File: src/rtl/ifetch_if.sv
// ifetch_if: decoder-side issue signals and memory-controller refill bus of the fetch unit
interface ifetch_if;
  logic inst_done;
  logic [31:0] inst;
  logic [31:0] inst_pc;
  logic pre_j;
  logic issue_stall;
  logic mc_req;
  logic [31:0] mc_addr;
  logic mc_done;
  logic [127:0] mc_data;
  modport master (
    output inst_done, inst, inst_pc, pre_j, mc_req, mc_addr,
    input issue_stall, mc_done, mc_data
  );
  modport slave (
    input inst_done, inst, inst_pc, pre_j, mc_req, mc_addr,
    output issue_stall, mc_done, mc_data
  );
endinterface

File: src/rtl/ifetch.sv
// ifetch: PC, direct-mapped I-cache with line refill, and BHT/JAL prediction
module ifetch #(
  parameter int ICACHE_LINES = 16,
  parameter int LINE_BYTES = 16,
  parameter int BHT_SIZE = 256
) (
  input logic clk,
  input logic rst,
  input logic rdy,
  input logic rollback,
  input logic [31:0] rollback_pc,
  input logic br_commit,
  input logic [31:0] br_pc,
  input logic br_taken,
  ifetch_if.master bus
);
  localparam int OFF = $clog2(LINE_BYTES);
  localparam int IW = $clog2(ICACHE_LINES);
  localparam int TL = OFF + IW;
  localparam int BW = $clog2(BHT_SIZE);
  typedef enum logic {IDLE, WAIT} state_t;
  state_t state, state_n;
  logic [31:0] pc;
  logic [ICACHE_LINES-1:0] valid;
  logic [31-TL:0] tags [ICACHE_LINES];
  logic [8*LINE_BYTES-1:0] lines [ICACHE_LINES];
  logic [1:0] bht [BHT_SIZE];
  logic [IW-1:0] idx, fill_idx;
  logic [BW-1:0] bi;
  logic [31:0] w, imm_j, imm_b, next_pc;
  logic [1:0] c;
  logic hit, is_jal, is_br, pj, fire, miss, fill;
  logic unused_ok;
  assign idx = pc[TL-1:OFF];
  assign fill_idx = bus.mc_addr[TL-1:OFF];
  assign bi = br_pc[BW+1:2];
  assign c = bht[bi];
  assign hit = valid[idx] && tags[idx] == pc[31:TL];
  assign w = lines[idx][{pc[OFF-1:2], 5'd0} +: 32];
  assign is_jal = w[6:0] == 7'b1101111;
  assign is_br = w[6:0] == 7'b1100011;
  assign pj = is_jal | (is_br & bht[pc[BW+1:2]][1]);
  assign imm_j = {{12{w[31]}}, w[19:12], w[20], w[30:21], 1'b0};
  assign imm_b = {{20{w[31]}}, w[7], w[30:25], w[11:8], 1'b0};
  assign next_pc = pc + (is_jal ? imm_j : pj ? imm_b : 32'd4);
  assign unused_ok = ^{br_pc[31:BW+2], br_pc[1:0], bus.mc_addr[OFF-1:0]};
  always_ff @(posedge clk)
    if (!rst) state <= IDLE;
    else if (rdy) state <= state_n;
  always_comb begin
    state_n = state;
    fire = 1'b0;
    miss = 1'b0;
    fill = 1'b0;
    if (state == IDLE && !rollback) begin
      fire = hit && !bus.issue_stall;
      miss = !hit;
      state_n = hit ? IDLE : WAIT;
    end
    // a refill in flight completes even across a rollback; only the pc is redirected
    if (state == WAIT && bus.mc_done) begin
      fill = 1'b1;
      state_n = IDLE;
    end
  end
  always_ff @(posedge clk)
    if (!rst) begin
      pc <= '0;
      bus.inst_done <= 1'b0;
      bus.inst <= '0;
      bus.inst_pc <= '0;
      bus.pre_j <= 1'b0;
      bus.mc_req <= 1'b0;
      bus.mc_addr <= '0;
      valid <= '0;
      for (int i = 0; i < BHT_SIZE; i++) bht[i] <= 2'b01;
    end else if (rdy) begin
      bus.inst_done <= fire;
      if (rollback) pc <= rollback_pc;
      else if (fire) pc <= next_pc;
      if (fire) begin
        bus.inst <= w;
        bus.inst_pc <= pc;
        bus.pre_j <= pj;
      end
      if (miss) begin
        bus.mc_req <= 1'b1;
        bus.mc_addr <= {pc[31:OFF], {OFF{1'b0}}};
      end
      if (fill) begin
        bus.mc_req <= 1'b0;
        valid[fill_idx] <= 1'b1;
      end
      if (br_commit) bht[bi] <= br_taken ? (c == 2'b11 ? c : c + 2'b01) : (c == 2'b00 ? c : c - 2'b01);
    end
  always_ff @(posedge clk)
    if (rst && rdy && fill) begin
      tags[fill_idx] <= bus.mc_addr[31:TL];
      lines[fill_idx] <= bus.mc_data;
    end
endmodule

File: src/flat_wrapper.sv
// flat-port wrapper written by rule: the top's interface ports become plain ports
module ifetch_flat 
#(
  parameter int ICACHE_LINES = 16,
  parameter int LINE_BYTES = 16,
  parameter int BHT_SIZE = 256
)
  (clk, rst, rdy, rollback, rollback_pc, br_commit, br_pc, br_taken, bus_inst_done, bus_inst, bus_inst_pc, bus_pre_j, bus_mc_req, bus_mc_addr, bus_issue_stall, bus_mc_done, bus_mc_data);
  ifetch_if bus_i ();
  input logic clk;
  input logic rst;
  input logic rdy;
  input logic rollback;
  input logic [31:0] rollback_pc;
  input logic br_commit;
  input logic [31:0] br_pc;
  input logic br_taken;
  output wire logic [$bits(bus_i.inst_done)-1:0] bus_inst_done;
  output wire logic [$bits(bus_i.inst)-1:0] bus_inst;
  output wire logic [$bits(bus_i.inst_pc)-1:0] bus_inst_pc;
  output wire logic [$bits(bus_i.pre_j)-1:0] bus_pre_j;
  output wire logic [$bits(bus_i.mc_req)-1:0] bus_mc_req;
  output wire logic [$bits(bus_i.mc_addr)-1:0] bus_mc_addr;
  input wire logic [$bits(bus_i.issue_stall)-1:0] bus_issue_stall;
  input wire logic [$bits(bus_i.mc_done)-1:0] bus_mc_done;
  input wire logic [$bits(bus_i.mc_data)-1:0] bus_mc_data;
  assign bus_inst_done = bus_i.inst_done;
  assign bus_inst = bus_i.inst;
  assign bus_inst_pc = bus_i.inst_pc;
  assign bus_pre_j = bus_i.pre_j;
  assign bus_mc_req = bus_i.mc_req;
  assign bus_mc_addr = bus_i.mc_addr;
  assign bus_i.issue_stall = bus_issue_stall;
  assign bus_i.mc_done = bus_mc_done;
  assign bus_i.mc_data = bus_mc_data;
  ifetch #(.ICACHE_LINES(ICACHE_LINES), .LINE_BYTES(LINE_BYTES), .BHT_SIZE(BHT_SIZE)) u_core (.clk(clk), .rst(rst), .rdy(rdy), .rollback(rollback), .rollback_pc(rollback_pc), .br_commit(br_commit), .br_pc(br_pc), .br_taken(br_taken), .bus(bus_i));
endmodule
File: config.mk
export PLATFORM = sky130hd
export DESIGN_NAME = ifetch_flat
export DESIGN_NICKNAME = d
export VERILOG_FILES = /design/src/rtl/ifetch_if.sv /design/src/rtl/ifetch.sv /design/src/flat_wrapper.sv
export SDC_FILE = /design/constraint.sdc
export NUM_CORES = 2
export LEC_CHECK = 0
export BUFFER_PORTS_ARGS = -buffer_cell sky130_fd_sc_hd__buf_2
export CAP_MARGIN = 10
export CORE_UTILIZATION = 35
export DETAILED_ROUTE_END_ITERATION = 7
export SYNTH_ARGS = -nofsm -noshare
export SYNTH_HDL_FRONTEND = slang
export SYNTH_SLANG_ARGS = --single-unit
export TNS_END_PERCENT = 100
File: constraint.sdc
create_clock -name clk -period 18.14 [get_ports clk]
set_input_delay 0.907 -clock clk [delete_from_list [all_inputs] [get_ports clk]]
set_output_delay 0.907 -clock clk [all_outputs]
set_load 0.01 [all_outputs]
==> impl_metrics.py <==
metrics = {
    "sta": {
        "fin_tns_setup_ns": 0,
        "fin_crit_ns": 8.78,
        "hold_ws_ns": 0.325,
        "slew_headroom": 0.143,
        "rsz0062_at_grt": "no",
        "setup_viol": 0,
        "fin_crit_sh": 0.484,
        "hold_viol": 0,
        "drv_slew": 0,
        "worst_pin_slew_ns": 1.28,
        "timing.fmax_ghz": 0.114,
        "setup_ws_ns": 9.36,
        "skew_ns": 0.0867,
    },
    "hold_path": {
        "hp-class": "in -> reg",
        "holdCritStartpoint": "rollback_pc[26]",
    },
    "route": {
        "wirelength_mm": 353,
        "drt-initial-drc-count": 6899,
        "drc": 0,
        "viasPerCell": 5.65,
        "drtPass1Iterations": 6,
        "vias": 65742,
        "ant_nets": 0,
        "wire_per_inst_um": 30.4,
    },
    "placed_design": {
        "dp_cells": 11005,
        "place_ws_ns": 9.46,
        "io_buffers": 270,
        "place_congestion": 0.827,
        "dpl.hpwl_mm": 199,
    },
    "layout": {
        "layout_common_cells": "edfxtp_1, mux4_2, clkbuf_16",
        "final_common_cell": "edfxtp_1",
        "final_core_util": 0.400,
        "drive_gt1_frac": 0.286,
        "synthToLayoutAreaGrowth_pct": 13.8,
        "finalNonFillerCells": 11629,
        "final_nets": 6797,
        "n_fill_cell": 31841,
    },
    "clocking": {
        "post_cts_buffers": 0,
        "path_clk_slew_ns": 0.06,
        "clock-root-buffer": "clkbuf_16",
        "clk_path_buf_depth": 4,
        "cts_hold_buf": 0,
        "htreeDepth": 5,
        "cts_sinks": 3096,
        "cts_tree": "done",
        "numCtsBuffers": 328,
        "cts.repair.resized": 0,
        "clk-insertion-delay-late_ns": 0.93,
    },
    "setup_path": {
        "cp-end-kind": "register",
        "cpMaxStageDelayCell": "dfxtp_4",
        "arrival_ns": 9.51,
        "critPathTopFamily": "compound AO/OA/AOI/OAI gates",
        "crit_buf_inv": 4,
        "crit_required_ns": 18.87,
        "path_cells": "buf_4 -> buf_12 -> mux4_2 -> a22o_1 -> a221oi_1 -> o221ai_1 -> nand4b_1 -> nor2_2 -> mux2i_1 -> nor2b_1 -> ha_1 -> inv_1 -> fa_1 -> nor2b_1 -> o2111ai_1 -> nand4_1 -> a31oi_1 -> a2111oi_0 -> buf_4 -> o2111a_1 -> o21ai_0 -> a211o_1 -> nand4_1 -> a211oi_1",
        "worstSetupPathType": "reg -> reg",
        "critPathLaunchType": "register",
        "critPathMaxFanout": 124,
        "slowest_delay_ns": 0.81,
    },
    "logic_synthesis": {
        "syn_area_um2": 126000,
        "synth_cells": 6309,
        "synth_edf_count": 2944,
        "async_flop_share": 0,
        "ys_warn_count": 0,
        "synth_ff_type": "edfxtp_1",
        "yosysUniqueCellTypes": 67,
        "syn_area_per_cell_um2": 20.0,
        "ys_ff_latch": 3096,
        "ys_seq_area_frac": 0.725,
    },
    "pwr": {
        "peakVddDrop_uv": 83.7,
        "power.density_nw_per_um2": 107,
        "p_leak_nw": 44.4,
    },
    "global_routing": {
        "track_usage": 0.191,
        "grt_pass1_vias": 66931,
        "grt_pass1_wl_mm": 500,
        "grt.overflow.total": 0,
        "antenna_found_initial": 84,
        "grt_max_degree": 151,
    },
    "die": {
        "dieArea_um2": 363000,
        "die_w_um": 602,
        "io-pin-count": 299,
        "initial_core_util": 0.352,
        "rows": 220,
        "fp.coreArea_um2": 359000,
        "fp.dieH_um": 602,
    },
    "flow_run": {
        "cap_violations": 0,
    },
    "run_status": {
        "outcome": "finished, final reports clean",
    },
}
worst reg2reg max path: stages (launching register included):
cell and delay (ns):
dfxtp_4 0.81, buf_4 0.79, buf_12 0.62, mux4_2 0.72, a22o_1 0.25, a221oi_1 0.30
o221ai_1 0.26, nand4b_1 0.66, nor2_2 0.82, mux2i_1 0.18, nor2b_1 0.15, ha_1 0.18
inv_1 0.07, fa_1 0.40, nor2b_1 0.23, o2111ai_1 0.18, nand4_1 0.15, a31oi_1 0.18
a2111oi_0 0.59, buf_4 0.23, o2111a_1 0.25, o21ai_0 0.15, a211o_1 0.29, nand4_1 0.09
a211oi_1 0.05
logic make-up (layout without fill, tap and decap cells):
group                    count (synthesis)  after routing  synth area share
adder cells (fa/ha/maj)                 33             33           0.00329
other                                    1             24         0.0000297
AO/OA/AOI/OAI                          541            541            0.0264
buffers and inverters                  532           1056            0.0187
multiplexers                          1103           1103             0.187
AND/OR/NAND/NOR                        958            958            0.0370
flip-flops                            3096           3096             0.725
XOR/XNOR                                45             45           0.00312
final timing paths:
kind,to,slack [ns],depth (start not counted)
max,u_core.pc[31],9.36,24
min,u_core.pc[26],0.32,3
max reg2reg,u_core.pc[31],9.36,24
min reg2reg,u_core.valid[12],0.45,1
cells in the mapped netlist, drive strengths merged, types with 4 or more instances:
cell type / instances / area, um^2
nor2b: 77 / 482
or3: 7 / 48.8
dfxtp: 152 / 3040
nand4: 10 / 62.6
a211oi: 12 / 103
ha: 30 / 375
o221ai: 7 / 61.3
a22o: 15 / 131
clkbuf: 316 / 1190
and2: 8 / 50.1
nand2: 179 / 672
xor2: 11 / 96.3
o21a: 7 / 52.6
o211a: 13 / 130
nand3: 274 / 1370
o211ai: 15 / 113
nor3: 274 / 1380
a21o: 42 / 315
xnor2: 34 / 298
mux2i: 99 / 991
a21oi: 58 / 290
a22oi: 34 / 255
a31oi: 6 / 37.5
inv: 21 / 78.8
mux4: 1002 / 22600
nor2: 86 / 323
and3: 9 / 56.3
or2: 4 / 25.0
a221oi: 12 / 105
o21ai: 278 / 1390
edfxtp: 2944 / 88400
nor4: 4 / 25.0
a21boi: 24 / 180
nand2b: 17 / 106
buf: 194 / 1090
registers in the layout, summed over array words and instances (netlist names), named ones only:
name                  count
u_core.lines           2048
u_core.bht              512
u_core.tags             384
u_core.bus.inst          32
u_core.bus.inst_pc       32
u_core.pc                32
u_core.bus.mc_addr       28
u_core.valid             16
u_core.bus.inst_done      1
u_core.bus.mc_req         1
u_core.bus.pre_j          1
u_core.state              1
report_power, final:
part	switching, W	total, W	internal [W]
Sequential	0.0000479	0.00788	0.00784
Combinational	0.000547	0.000899	0.000352
Clock	0.00279	0.00663	0.00384
layout make-up:
cell class,count,area [um^2],area share
antenna,20,50.0,0.000348
clock buffer,423,8880,0.0619
sequential,3096,91500,0.637
timing repair buffer,434,2770,0.0193
inverter,22,90.1,0.000627
tap,4773,5970,0.0416
clock inverter,177,1700,0.0119
multi-input combinational,2684,32700,0.228
per-layer routing:
metal,track usage,wire length [um]
met5,0,162
met4,0.0865,17700
met3,0.0302,23000
met2,0.332,180000
met1,0.236,133000
per-stage QoR:
step / power (W) / area, um^2
after floorplan: 0.00861 / 126000
after global placement: 0.00892 / 133000
after detailed placement: 0.00894 / 133000
after CTS: 0.0155 / 144000
after global routing: 0.0158 / 144000
final: 0.0154 / 144000
Note: power is estimated with default switching activity, not from simulation.
